[src/rtl/button_bank.sv]
// button_bank: multi-channel push-button conditioner.
// Each channel synchronises one raw pin, debounces it, and classifies the
// debounced level into press / release / long-press / auto-repeat pulses.
// All event outputs are registered one-cycle pulses; channels never interact.
module button_bank #(
    parameter int N_BTN        = 4,
    parameter int ACTIVE_LOW   = 1,
    parameter int DEBOUNCE_CYC = 300,
    parameter int HOLD_CYC     = 2400000,
    parameter int REPEAT_CYC   = 480000,
    parameter int REPEAT_EN    = 1
) (
    input  logic             Fg_CLK,
    input  logic             RESETn,
    input  logic [N_BTN-1:0] ExtBTN,
    output logic [N_BTN-1:0] btn_lvl_o,
    output logic [N_BTN-1:0] press_o,
    output logic [N_BTN-1:0] release_o,
    output logic [N_BTN-1:0] long_o,
    output logic [N_BTN-1:0] rpt_o
);

    localparam int DB_W     = $clog2(DEBOUNCE_CYC + 1);
    localparam int HOLD_MAX = (HOLD_CYC > REPEAT_CYC) ? HOLD_CYC : REPEAT_CYC;
    localparam int HC_W     = $clog2(HOLD_MAX + 1);

    // Terminal counts: the event fires on the edge where the count reaches N.
    localparam logic [DB_W-1:0] DB_TC   = DB_W'(DEBOUNCE_CYC - 1);
    localparam logic [HC_W-1:0] HOLD_TC = HC_W'(HOLD_CYC - 1);
    localparam logic [HC_W-1:0] REP_TC  = HC_W'(REPEAT_CYC - 1);

    // Pin value meaning "released"; also the xor mask that maps pin -> pressed.
    localparam logic REL_PIN = (ACTIVE_LOW != 0) ? 1'b1 : 1'b0;

    typedef enum logic [1:0] {
        ST_IDLE    = 2'd0,
        ST_PRESSED = 2'd1,
        ST_HELD    = 2'd2
    } state_e;

    for (genvar g = 0; g < N_BTN; g++) begin : g_ch
        logic            s1_q, s2_q;
        logic            p_s;
        logic            flip_s;
        logic [DB_W-1:0] db_cnt_q, db_cnt_d;
        logic            lvl_q, lvl_d;
        state_e          state_q, state_d;
        logic [HC_W-1:0] hold_cnt_q, hold_cnt_d;
        logic            press_q, press_d;
        logic            rel_q, rel_d;
        logic            long_q, long_d;
        logic            rpt_q, rpt_d;

        // Two-flop synchroniser; resets to the released pin level so the
        // first sample after reset never looks like a press edge.
        always_ff @(posedge Fg_CLK or negedge RESETn) begin
            if (!RESETn) begin
                s1_q <= REL_PIN;
                s2_q <= REL_PIN;
            end else begin
                s1_q <= ExtBTN[g];
                s2_q <= s1_q;
            end
        end

        assign p_s = s2_q ^ REL_PIN;

        // Debounce: count consecutive samples disagreeing with the accepted level.
        always_comb begin
            db_cnt_d = db_cnt_q;
            lvl_d    = lvl_q;
            flip_s   = 1'b0;
            if (p_s == lvl_q) begin
                db_cnt_d = '0;
            end else if (db_cnt_q == DB_TC) begin
                db_cnt_d = '0;
                lvl_d    = ~lvl_q;
                flip_s   = 1'b1;
            end else begin
                db_cnt_d = db_cnt_q + 1'b1;
            end
        end

        // Classification FSM; a debounced level change overrides any pending
        // long/repeat event in the same cycle.
        always_comb begin
            state_d    = state_q;
            hold_cnt_d = hold_cnt_q;
            press_d    = 1'b0;
            rel_d      = 1'b0;
            long_d     = 1'b0;
            rpt_d      = 1'b0;
            if (flip_s && lvl_d) begin
                state_d    = ST_PRESSED;
                hold_cnt_d = '0;
                press_d    = 1'b1;
            end else if (flip_s) begin
                state_d    = ST_IDLE;
                hold_cnt_d = '0;
                rel_d      = 1'b1;
            end else begin
                case (state_q)
                    ST_IDLE: begin
                        hold_cnt_d = '0;
                    end
                    ST_PRESSED: begin
                        if (hold_cnt_q == HOLD_TC) begin
                            hold_cnt_d = '0;
                            long_d     = 1'b1;
                            state_d    = ST_HELD;
                        end else begin
                            hold_cnt_d = hold_cnt_q + 1'b1;
                        end
                    end
                    ST_HELD: begin
                        if (REPEAT_EN == 0) begin
                            hold_cnt_d = '0;
                        end else if (hold_cnt_q == REP_TC) begin
                            hold_cnt_d = '0;
                            rpt_d      = 1'b1;
                        end else begin
                            hold_cnt_d = hold_cnt_q + 1'b1;
                        end
                    end
                    default: begin
                        state_d    = ST_IDLE;
                        hold_cnt_d = '0;
                    end
                endcase
            end
        end

        // State, counters and registered event outputs.
        always_ff @(posedge Fg_CLK or negedge RESETn) begin
            if (!RESETn) begin
                db_cnt_q   <= '0;
                lvl_q      <= 1'b0;
                state_q    <= ST_IDLE;
                hold_cnt_q <= '0;
                press_q    <= 1'b0;
                rel_q      <= 1'b0;
                long_q     <= 1'b0;
                rpt_q      <= 1'b0;
            end else begin
                db_cnt_q   <= db_cnt_d;
                lvl_q      <= lvl_d;
                state_q    <= state_d;
                hold_cnt_q <= hold_cnt_d;
                press_q    <= press_d;
                rel_q      <= rel_d;
                long_q     <= long_d;
                rpt_q      <= rpt_d;
            end
        end

        assign btn_lvl_o[g] = lvl_q;
        assign press_o[g]   = press_q;
        assign release_o[g] = rel_q;
        assign long_o[g]    = long_q;
        assign rpt_o[g]     = rpt_q;
    end

endmodule
[config.mk]
export PLATFORM = sky130hd
export DESIGN_NAME = button_bank
export DESIGN_NICKNAME = d
export VERILOG_FILES = /design/src/rtl/button_bank.sv
export SDC_FILE = /design/constraint.sdc
export NUM_CORES = 1
export LEC_CHECK = 0
export CAP_MARGIN = 20
export CELL_PAD_IN_SITES_DETAIL_PLACEMENT = 0
export CELL_PAD_IN_SITES_GLOBAL_PLACEMENT = 1
export CORE_ASPECT_RATIO = 0.9
export CORE_MARGIN = 2
export CORE_UTILIZATION = 35
export DETAILED_ROUTE_END_ITERATION = 6
export PLACE_DENSITY = 0.69
export SYNTH_ARGS = -nofsm -noshare
export SYNTH_HDL_FRONTEND = slang
export SYNTH_SLANG_ARGS = --single-unit
export TNS_END_PERCENT = 20
[constraint.sdc]
create_clock -name Fg_CLK -period 6.8 [get_ports Fg_CLK]
set_input_delay 0.68 -clock Fg_CLK [delete_from_list [all_inputs] [get_ports Fg_CLK]]
set_output_delay 0.68 -clock Fg_CLK [all_outputs]
set_load 0.05 [all_outputs]
==> parameters.txt <==
Parameter                              Value

Synth
  Area fraction in and, or, nand and nor cells after synthesis    0.264
  Number of distinct library cells after synthesis    51
  Syn Inst Count    793
  Multiplexer share of the synthesized area    0
  XOR/XNOR Fraction of Synth Area    0.123
  Fraction of registers with async set/reset    1.00
  Number of flip-flops and latches in the synthesized netlist    160
  Area share of fa/ha/maj cells after synthesis    0.0320
  Compound-Gate Fraction of Synth Area    0.0314
  Yosys warning total    0
  Syn Std Cell Area    0.00781 mm^2
  Biggest area contributors in the synthesized netlist    sky130_fd_sc_hd__dfrtp_1, sky130_fd_sc_hd__nor2_1, sky130_fd_sc_hd__xor2_1
  Synthesized net count    819
  Dominant cell type by area after synthesis    sky130_fd_sc_hd__dfrtp_1
  EDFF count, synth    0
  Sequential area share after synthesis    0.514
  Share of the synthesized area in the top cell type    0.487
  Flip-flop cell with the highest count after synthesis    sky130_fd_sc_hd__dfrtp_1
  Dominant combinational cell family by area after synthesis    simple AND/OR/NAND/NOR gates
  Average instance area after synthesis    9.85 um^2

Run status
  Outcome    finished, final reports clean

Layout
  Layout cells sized above 1    0.0611
  Biggest registers after layout    g_ch.hold_cnt_q x88, g_ch.db_cnt_q x36, g_ch.state_q x8
  Count of nets after finishing    833
  Area Overhead vs Synth    13.7%
  Fillcell total    2,099
  Register with the most flip-flops    g_ch.hold_cnt_q
  Number of flip-flops under the largest register name    88
  Diodes inserted    0

Timing
  Final setup violating endpoints    0
  Final critical-path share of the clock period    0.400
  Remaining max-slew budget at the tightest pin    0.400
  Fin Clk Skew    0.0133 ns
  Unrepaired setup endpoints after global routing    no
  Setup TNS after final layout    0 ns
  WHS    0.310 ns
  Slew at the pin closest to its max-slew limit    0.900 ns
  Number of hold violations in the final report    0
  Maximum operating frequency    0.368 GHz
  Final worst path period need    2.72 ns
  Count of final max-slew check failures    0

Clocking
  Clock transition at the registers of the reported paths    0.07 ns
  Clock tree from TritonCTS    done
  Number of setup buffers added after CTS    0
  Largest buffer count on any clock path    2
  Worst-Skew Late Latency    0.43 ns
  Cts-stage hold buffer count    0
  Sink count of the clock tree    160
  Number of instances resized during post-cts repair    0
  Clk Tree Root Cell    sky130_fd_sc_hd__clkbuf_16
  CTS H-tree lvls    4
  Num CTS Buffers    17

Detailed routing
  Number of vias after detailed routing    5,318
  Via density    4.79
  ANT nets after route    0
  Total wire length after detailed routing    14.1 mm
  Wire length per cell    12.7 um
  First drt pass iteration count    5
  Iteration-0 DRC count of the detailed router    270
  Residual DRC count    0

Critical path
  Nature of the critical path endpoint    register
  WP data arrival    2.99 ns
  Critical-path maximum fanout    22
  Startpoint kind of the worst setup timing path    register
  Path type of the worst setup path    register to register
  Required time of the critical path    7.07 ns

Global route
  Overall Global Routing Usage    0.128
  Wire length of the first global-routing pass    24.8 mm
  Met3 track utilization from global routing    0.0331
  Number of global-route vias before repair    5,256
  Largest net degree at the start of global routing    99
  Met2 track utilization from global routing    0.190
  Met1 usage    0.181
  Antenna violations before repair    0
  GR peak layer    met2
  Total grt overflow    0

Placement
  HPWL after detailed placement    9.19 mm
  Routability congestion estimate    0.751
  Number of port buffers    25

Floorplanning
  Die W    162 um
  Core ar.    0.0218 mm^2
  # rows    51
  Initial core utilization    0.359
  Floorplan die height    146 um
  Floorplan die area    0.0235 mm^2
  Ports    26

Job
  Max_cap viols    0

Power
  Leakage power    3.59 nW
  Worst vdd ir    126 uV
  Cell Pwr Density    232 mW/mm^2

Hold path
  Worst min-delay path class    primary input to async pin
area by class of cell:
class                   instances  area (um^2)  share of cell area
inverters                      18         67.6             0.00760
flip-flops and latches        160         4010               0.452
clock buffers                  19          443              0.0498
multi-input cells             583         3530               0.397
repair buffers                 27          267              0.0300
well taps                     291          364              0.0410
clock inverters                12          208              0.0234
path summary, 6_finish.rpt:
kind	start	endpoint	slack (ns)	depth (start not counted)
max	g_ch[0].hold_cnt_q[13]$_DFF_PN0_	g_ch[0].hold_cnt_q[12]$_DFF_PN0_	4.08	5
min	RESETn	g_ch[3].db_cnt_q[5]$_DFF_PN0_	0.31	1
max reg2reg	g_ch[0].hold_cnt_q[13]$_DFF_PN0_	g_ch[0].hold_cnt_q[12]$_DFF_PN0_	4.08	5
min reg2reg	g_ch[0].s1_q$_DFF_PN1_	g_ch[0].s2_q$_DFF_PN1_	0.36	0
max in group asynchronous	RESETn	g_ch[1].hold_cnt_q[17]$_DFF_PN0_	5.16	2
min in group Fg_CLK	g_ch[0].s1_q$_DFF_PN1_	g_ch[0].s2_q$_DFF_PN1_	0.36	0
cells in the mapped netlist (all sizes together) (6+ instances only):
master	number
buf	26
dfstp	8
and4	8
nand4	30
nor2	156
or3	6
xnor2	47
ha	20
clkbuf	6
nand3	55
inv	18
nor3	19
nor4	8
or4	6
a21oi	7
nand2	59
and3	32
xor2	63
o21ai	16
dfrtp	152
layout by cell type (no fill, tap or decap), types with 5 or more instances in the layout:
| master | n |
|---|---|
| sky130_fd_sc_hd__and2_1 | 5 |
| sky130_fd_sc_hd__dfstp_2 | 8 |
| sky130_fd_sc_hd__bufinv_16 | 5 |
| sky130_fd_sc_hd__nand2_1 | 59 |
| sky130_fd_sc_hd__clkdlybuf4s50_1 | 24 |
| sky130_fd_sc_hd__or3_1 | 5 |
| sky130_fd_sc_hd__o21ai_0 | 14 |
| sky130_fd_sc_hd__nand4_1 | 30 |
| sky130_fd_sc_hd__xnor2_1 | 47 |
| sky130_fd_sc_hd__or4_1 | 5 |
| sky130_fd_sc_hd__and4_1 | 8 |
| sky130_fd_sc_hd__and3_1 | 31 |
| sky130_fd_sc_hd__nor4_1 | 8 |
| sky130_fd_sc_hd__nor2_1 | 156 |
| sky130_fd_sc_hd__nor4b_1 | 5 |
| sky130_fd_sc_hd__dfrtp_1 | 152 |
| sky130_fd_sc_hd__inv_1 | 18 |
| sky130_fd_sc_hd__ha_1 | 20 |
| sky130_fd_sc_hd__a21oi_1 | 6 |
| sky130_fd_sc_hd__nor3_1 | 19 |
| sky130_fd_sc_hd__clkbuf_16 | 17 |
| sky130_fd_sc_hd__xor2_1 | 63 |
| sky130_fd_sc_hd__nand3_1 | 55 |
power by group:
part	total (mW)	internal [mW]	leakage, nW	switching, mW
logic	0.0365	0.00993	1.09	0.0266
registers	0.971	0.962	2.20	0.00891
clock network	1.05	0.662	0.306	0.388
through the flow:
step           worst slack (ns)  power, mW  utilization  cell area [um^2]  instances
3_3_place_gp               4.12       1.03        0.379              8240       1079
2_1_floorplan              4.54      0.999            -              7820        793
6_report                   4.08       2.06        0.408              8890       1110
5_1_grt                    3.89       2.14        0.408              8890       1110
3_5_place_dp               4.06       1.03        0.379              8240       1079
4_1_cts                    4.06       2.09        0.408              8890       1110
metal layers:
metal  up-vias  wire length [um]
met5         -                 0
met4         0               144
met3        12               382
met2        57              6110
met1      2539              7440
li1       2710                 -
kinds of logic after synthesis:
kind of cell	Yosys count
AOI/OAI and AO/OA	38
xor gates and xnor gates	110
adders and majority gates	20
buffers and inverters	50
DFF	160
and+or+nand+nor	415
critical path: stages (launching register included):
cell	delay [ns]
sky130_fd_sc_hd__dfrtp_1	0.44
sky130_fd_sc_hd__or4b_2	0.67
sky130_fd_sc_hd__or4_1	0.54
sky130_fd_sc_hd__o21ai_1	0.19
sky130_fd_sc_hd__a21o_1	0.61
sky130_fd_sc_hd__nor2_1	0.13
(Power assumes the default switching activity.)
==> RTL edit 1: new RTL, same settings <==
Encoding of `state_e`: now one-hot (3 bits for 3 states).
--- a/src/rtl/button_bank.sv
+++ b/src/rtl/button_bank.sv
@@ -32,10 +32,10 @@
     // Pin value meaning "released"; also the xor mask that maps pin -> pressed.
     localparam logic REL_PIN = (ACTIVE_LOW != 0) ? 1'b1 : 1'b0;
 
-    typedef enum logic [1:0] {
-        ST_IDLE    = 2'd0,
-        ST_PRESSED = 2'd1,
-        ST_HELD    = 2'd2
+    typedef enum logic [2:0] {
+        ST_IDLE    = 3'b001,
+        ST_PRESSED = 3'b010,
+        ST_HELD    = 3'b100
     } state_e;
 
     for (genvar g = 0; g < N_BTN; g++) begin : g_ch
Formal check against the unedited RTL: no difference found for any inputs over 4 cycles, from zero or initial values and one cycle with RESETn low; so few cycles prove little.
==> RTL edit 1 against the original RTL <==
- combinational power is 6.0% higher
- area after synthesis shrank 0.62%
- design area is 2.0% lower
- die area fell by 0.61%
- sequential cell count is 4 higher
- power decreased by 4.5%
- worst setup slack improved by 0.20 ns
- critical endpoint is now g_ch[3].hold_cnt_q[18]$_DFF_PN0_
- wire length is 2.8% lower
==> RTL edit 1: results (changes against the original RTL) <==
GRT
  • Met2 Use GR: 19.3% (+0.32 points)
  • Pin count of the biggest net entering global routing: 102 (+3.0%)
  • Met1 Track Usage GR: 18.1% (-0.021 points)
  • Met3 Use GR: 2.94% (-0.36 points)
  • Global-route wire length before repair: 24700 microns (-0.33%)
  • Tot GR Track Use: 12.8% (+0.038 points)
  • Vias in the first global route: 5204 (-0.99%)
  • Initial antenna violation count: 0 (unchanged)

Critical path
  • Worst-path fanout max: 22 (unchanged)
  • Critical-path top delay cell: a22oi_2
  • Crit-path max cell delay: 0.81 ns (+0.14 ns)
  • Arrival time worst endpoint: 2.79 ns (-0.20 ns)
  • Reg2reg start: g_ch[3].hold_cnt_q[19]$_DFF_PN0_
  • Largest delay contributor family on the critical path: simple AND/OR/NAND/NOR gates
  • CP Class: reg -> reg

Drt
  • Routed len/inst: 12.7 microns (+0.15%)
  • Drt drc: 0 (unchanged)
  • M1 wire length: 7120 microns (-4.3%)
  • Top Metal Used: met4
  • First-pass iteration count of the detailed router: 4 (-1)
  • First DRT Iteration DRCs: 314 (+16%)
  • Routed wl met2: 6020 microns (-1.4%)
  • DR vias: 5085 (-4.4%)
  • Met3 wire len: 350 microns (-8.4%)

Place
  • Post-DP HPWL: 8940 microns (-2.7%)
  • Placed Instance Area: 8130 sq um (-1.3%)
  • RD Place Congestion: 0.735 (-2.1%)
  • Setup WS pre-CTS: 4.23 ns (+0.172 ns)
  • Dpl cells: 1045 (-3.2%)

Final layout
  • Final cell count without fillers: 1077 (-3.0%)
  • Fillers: 2130 (+1.5%)
  • Top flop regs: g_ch.hold_cnt_q x88, g_ch.db_cnt_q x36, g_ch.state_q x12
  • Net count, final: 787 (-5.5%)
  • ANT cells: 0 (unchanged)
  • Share of layout cells above drive strength 1: 8.14% (+2.0 points)

Power
  • Leakage power total: 3.51 nW (-2.3%)
  • VDD IR-drop max: 0.115 mV (-8.1%)

Synthesis
  • Async S/R FF share, synth: 100% (unchanged)
  • Warnings from Yosys: 0 (unchanged)
  • Synth top area cells: dfrtp_1 (49%), nor2_1 (7.5%), xor2_1 (7.4%)
  • Sequential area share after synthesis: 53.0% (+1.7 points)
  • Synthesized net count: 778 (-5.0%)
  • Top post-synthesis cells by count: nor2_1 (155), dfrtp_1 (152), xor2_1 (66)
  • Synth Flop Type: dfrtp_1
  • Count of cell types in the netlist: 46 (-9.8%)
  • Avg Synthesized Cell Area: 10.2 sq um (+3.1%)

CTS
  • Post-CTS setup buffers: 0 (unchanged)
  • Post_cts resized: 0 (unchanged)
  • Clk_lat worst skew: 0.42 ns
  • H-tree depth: 4 (unchanged)
  • Clock Tree Buf Depth: 2 (unchanged)

Hold path
  • Worst min path class: in -> async

Timing
  • Relative slew margins: 33.2% (-6.8 points)
  • Worst Skew: 0.00803 ns (-0.00531 ns)

Run status
  • Run status: complete, no violations
==> RTL edit 1: cell types whose count changed after synthesis, moves of 5 or more <==
cell,change
nand4b_1,+5
ha_1,-12
and3_1,-15
nand2b_1,+8
nor4_1,+12
nand2_1,-9
inv_1,-5
==> RTL edit 1: path summary, 6_finish.rpt <==
check                                                         to  slack (ns)  cells past startpoint
worst min-delay path                     g_ch[2].lvl_q$_DFF_PN0_        0.34                      1
worst max register to register  g_ch[3].hold_cnt_q[18]$_DFF_PN0_        4.28                      5
max in group asynchronous       g_ch[1].hold_cnt_q[19]$_DFF_PN0_        5.14                      2
worst max-delay path            g_ch[3].hold_cnt_q[18]$_DFF_PN0_        4.28                      5
worst min register to register            g_ch[2].s2_q$_DFF_PN1_        0.35                      0
min in group Fg_CLK                       g_ch[2].s2_q$_DFF_PN1_        0.35                      0
==> RTL edit 1: cells by family (layout without fill, tap and decap cells) <==
family	Yosys count	after routing	share of synthesized area (%)
adders and majority gates	8	8	1.29
xor gates and xnor gates	112	112	12.6
AOI/OAI and AO/OA	25	25	2.35
buffers and inverters	49	71	3.96
DFF	164	164	53.0
and+or+nand+nor	406	406	26.7
==> RTL edit 1: where the power goes <==
group	leakage [nW]	internal [mW]	switching, mW
registers	2.24	0.986	0.00891
clock network	0.278	0.530	0.403
logic	0.991	0.0103	0.0284
==> RTL edit 1: layout make-up <==
class / instances / area [sq um] / share of cell area (%)
flip-flops and latches: 164 / 4120 / 47.3
inverters: 13 / 48.8 / 0.560
clock buffers: 20 / 457 / 5.25
repair buffers: 26 / 259 / 2.97
multi-input cells: 551 / 3340 / 38.4
clock inverters: 12 / 120 / 1.38
well taps: 291 / 364 / 4.18
==> RTL edit 2: new RTL, config.mk and constraints unchanged <==
Made on the original files. Set the parameter `REPEAT_EN` to 0 (it was 1).
--- a/src/rtl/button_bank.sv
+++ b/src/rtl/button_bank.sv
@@ -8,7 +8,7 @@
     parameter int DEBOUNCE_CYC = 300,
     parameter int HOLD_CYC     = 2400000,
     parameter int REPEAT_CYC   = 480000,
-    parameter int REPEAT_EN    = 1
+    parameter int REPEAT_EN    = 0
 ) (
     input  logic             Fg_CLK,
     input  logic             RESETn,
Function: same outputs for any inputs over 4 cycles, from zero or initial values and one cycle with RESETn low; that may be too few to reach the edited logic, so the function may still have changed.
==> RTL edit 2 against the original RTL <==
- non-clock buffer count shrank 4
- via count shrank 5.2%
- power shrank 8.9%
- worst hold slack lost 0.0084 ns
- area after synthesis shrank 6.0%
- core utilization shrank 1.1 points
- final cell count shrank 5.9%
- worst setup slack gained 0.24 ns
- clock skew shrank 0.0037 ns
- sequential share of layout area grew 2.4 points
- design area shrank 7.4%
- sequential cell count shrank 4
- first-iteration DRC count grew 2.2%
- wire length shrank 5.5%
- largest cell class unchanged
==> RTL edit 2: results (changes against the original RTL) <==
Final layout
  • Fillers: 2017 (-3.9%)
  • Share of layout cells above drive strength 1: 5.80% (-0.30 points)
  • Net count, final: 760 (-8.8%)
  • ANT cells: 0 (unchanged)
  • Top flop regs: g_ch.hold_cnt_q x88, g_ch.db_cnt_q x36, g_ch.state_q x8

Synthesis
  • Top post-synthesis cells by count: dfrtp_1 (148), nor2_1 (92), xnor2_1 (56)
  • Sequential area share after synthesis: 53.3% (+1.9 points)
  • Warnings from Yosys: 0 (unchanged)
  • Count of cell types in the netlist: 43 (-16%)
  • Synth top area cells: dfrtp_1 (50%), xnor2_1 (6.7%), nor2_1 (4.7%)

GRT
  • Initial antenna violation count: 0 (unchanged)
  • Global-route wire length before repair: 24100 microns (-2.8%)
  • Pin count of the biggest net entering global routing: 85 (-14%)
  • Tot GR Track Use: 13.3% (+0.54 points)

Run status
  • Run status: complete, no violations

CTS
  • Clock transition at path regs: 0.06 ns
  • Post_cts resized: 0 (unchanged)
  • Clk_lat worst skew: 0.43 ns (about the same)
  • Root Driver: clkbuf_16
  • CTS Buf Count: 17 (unchanged)

Critical path
  • RR Endpoint: g_ch[2].long_q$_DFF_PN0_
  • Arrival time worst endpoint: 2.83 ns (-0.16 ns)
  • CP endpoint kind: flop
  • Worst-path fanout max: 23 (+4.5%)
  • Launch point of the worst path: g_ch[2].hold_cnt_q[19]$_DFF_PN0_
  • Reg2reg path depth: 4 (-1)

Power
  • Leakage power total: 3.07 nW (-14%)
  • VDD IR-drop max: 0.137 mV (+9.5%)
  • Pwr/cell area: 228 nW/um^2 (-1.6%)

Place
  • Setup WS pre-CTS: 4.31 ns (+0.251 ns)
  • RD Place Congestion: 0.701 (-6.6%)
  • Placed Instance Area: 7690 sq um (-6.6%)
  • IO buf count: 21 (-16%)
  • Post-DP HPWL: 8360 microns (-9.1%)

Hold path
  • Worst min path class: in -> async

Drt
  • First-pass iteration count of the detailed router: 4 (-1)
  • DR vias: 5044 (-5.2%)
  • First DRT Iteration DRCs: 276 (+2.2%)
  • Routed len/inst: 12.7 microns (+0.49%)

Timing
  • Worst Skew: 0.00968 ns (-0.00366 ns)
  • Period utilization: 36.5% (-3.5 points)
  • Slew @ Worst Pin: 0.910 ns (+0.0101 ns)
==> RTL edit 2: where the power goes <==
part	switching, mW	total, mW	leakage (nW)	internal [mW]
Sequential	0.00879	0.947	2.14	0.939
Clock	0.368	0.885	0.263	0.517
Combinational	0.0322	0.0423	0.666	0.0101
==> RTL edit 2: worst max-delay path, stage by stage, from the launching register on <==
cell	delay, ns
dfrtp_1	0.40
or4b_2	0.68
nor4_1	0.35
and2_1	0.76
nor2b_1	0.22
==> RTL edit 2: worst min path at each step <==
| stage | end | slack, ns | cells after the start |
|---|---|---|---|
| after global placement | g_ch[3].s2_q$_DFF_PN1_ | 0.35 | 0 |
| final | g_ch[1].hold_cnt_q[13]$_DFF_PN0_ | 0.30 | 1 |
| after global routing | g_ch[3].s2_q$_DFF_PN1_ | 0.36 | 0 |
| after CTS | g_ch[1].hold_cnt_q[20]$_DFF_PN0_ | 0.34 | 1 |
| after floorplan | g_ch[0].s2_q$_DFF_PN1_ | 0.35 | 0 |
| after detailed placement | g_ch[3].s2_q$_DFF_PN1_ | 0.35 | 0 |
==> RTL edit 2: layout make-up <==
class                      instances  area share [%]
multi-input combinational        529            38.0
clock buffer                      23            5.68
tap                              286            4.35
sequential                       156            47.5
clock inverter                     8           0.851
inverter                          19           0.866
timing repair buffer              23            2.75
==> RTL edit 2: layer usage <==
| metal | share of wire [%] | global-route usage, % | routed length, microns | up-vias |
|---|---|---|---|---|
| li1 | - | - | - | 2576 |
| met4 | 1.5 | 5.21 | 198 | 0 |
| met3 | 2.5 | 3.05 | 337 | 14 |
| met5 | 0 | 0 | 0 | - |
| met1 | 53 | 19.2 | 7020 | 2407 |
| met2 | 43 | 19.4 | 5740 | 47 |
==> RTL edit 2: cells by family after synthesis <==
logic type / synth area share (%)
adders and majority gates: 1.36
buffers and inverters: 4.38
xor gates and xnor gates: 9.30
other: 0.0510
AOI/OAI and AO/OA: 6.50
DFF: 53.3
and+or+nand+nor: 25.1
==> RTL edit 2: stage by stage <==
step | utilization (%) | std cells
6_report | 39.8 | 1044
5_1_grt | 39.8 | 1044
4_1_cts | 39.8 | 1044
3_5_place_dp | 37.2 | 1013
3_3_place_gp | 37.2 | 1013
2_1_floorplan | - | 746
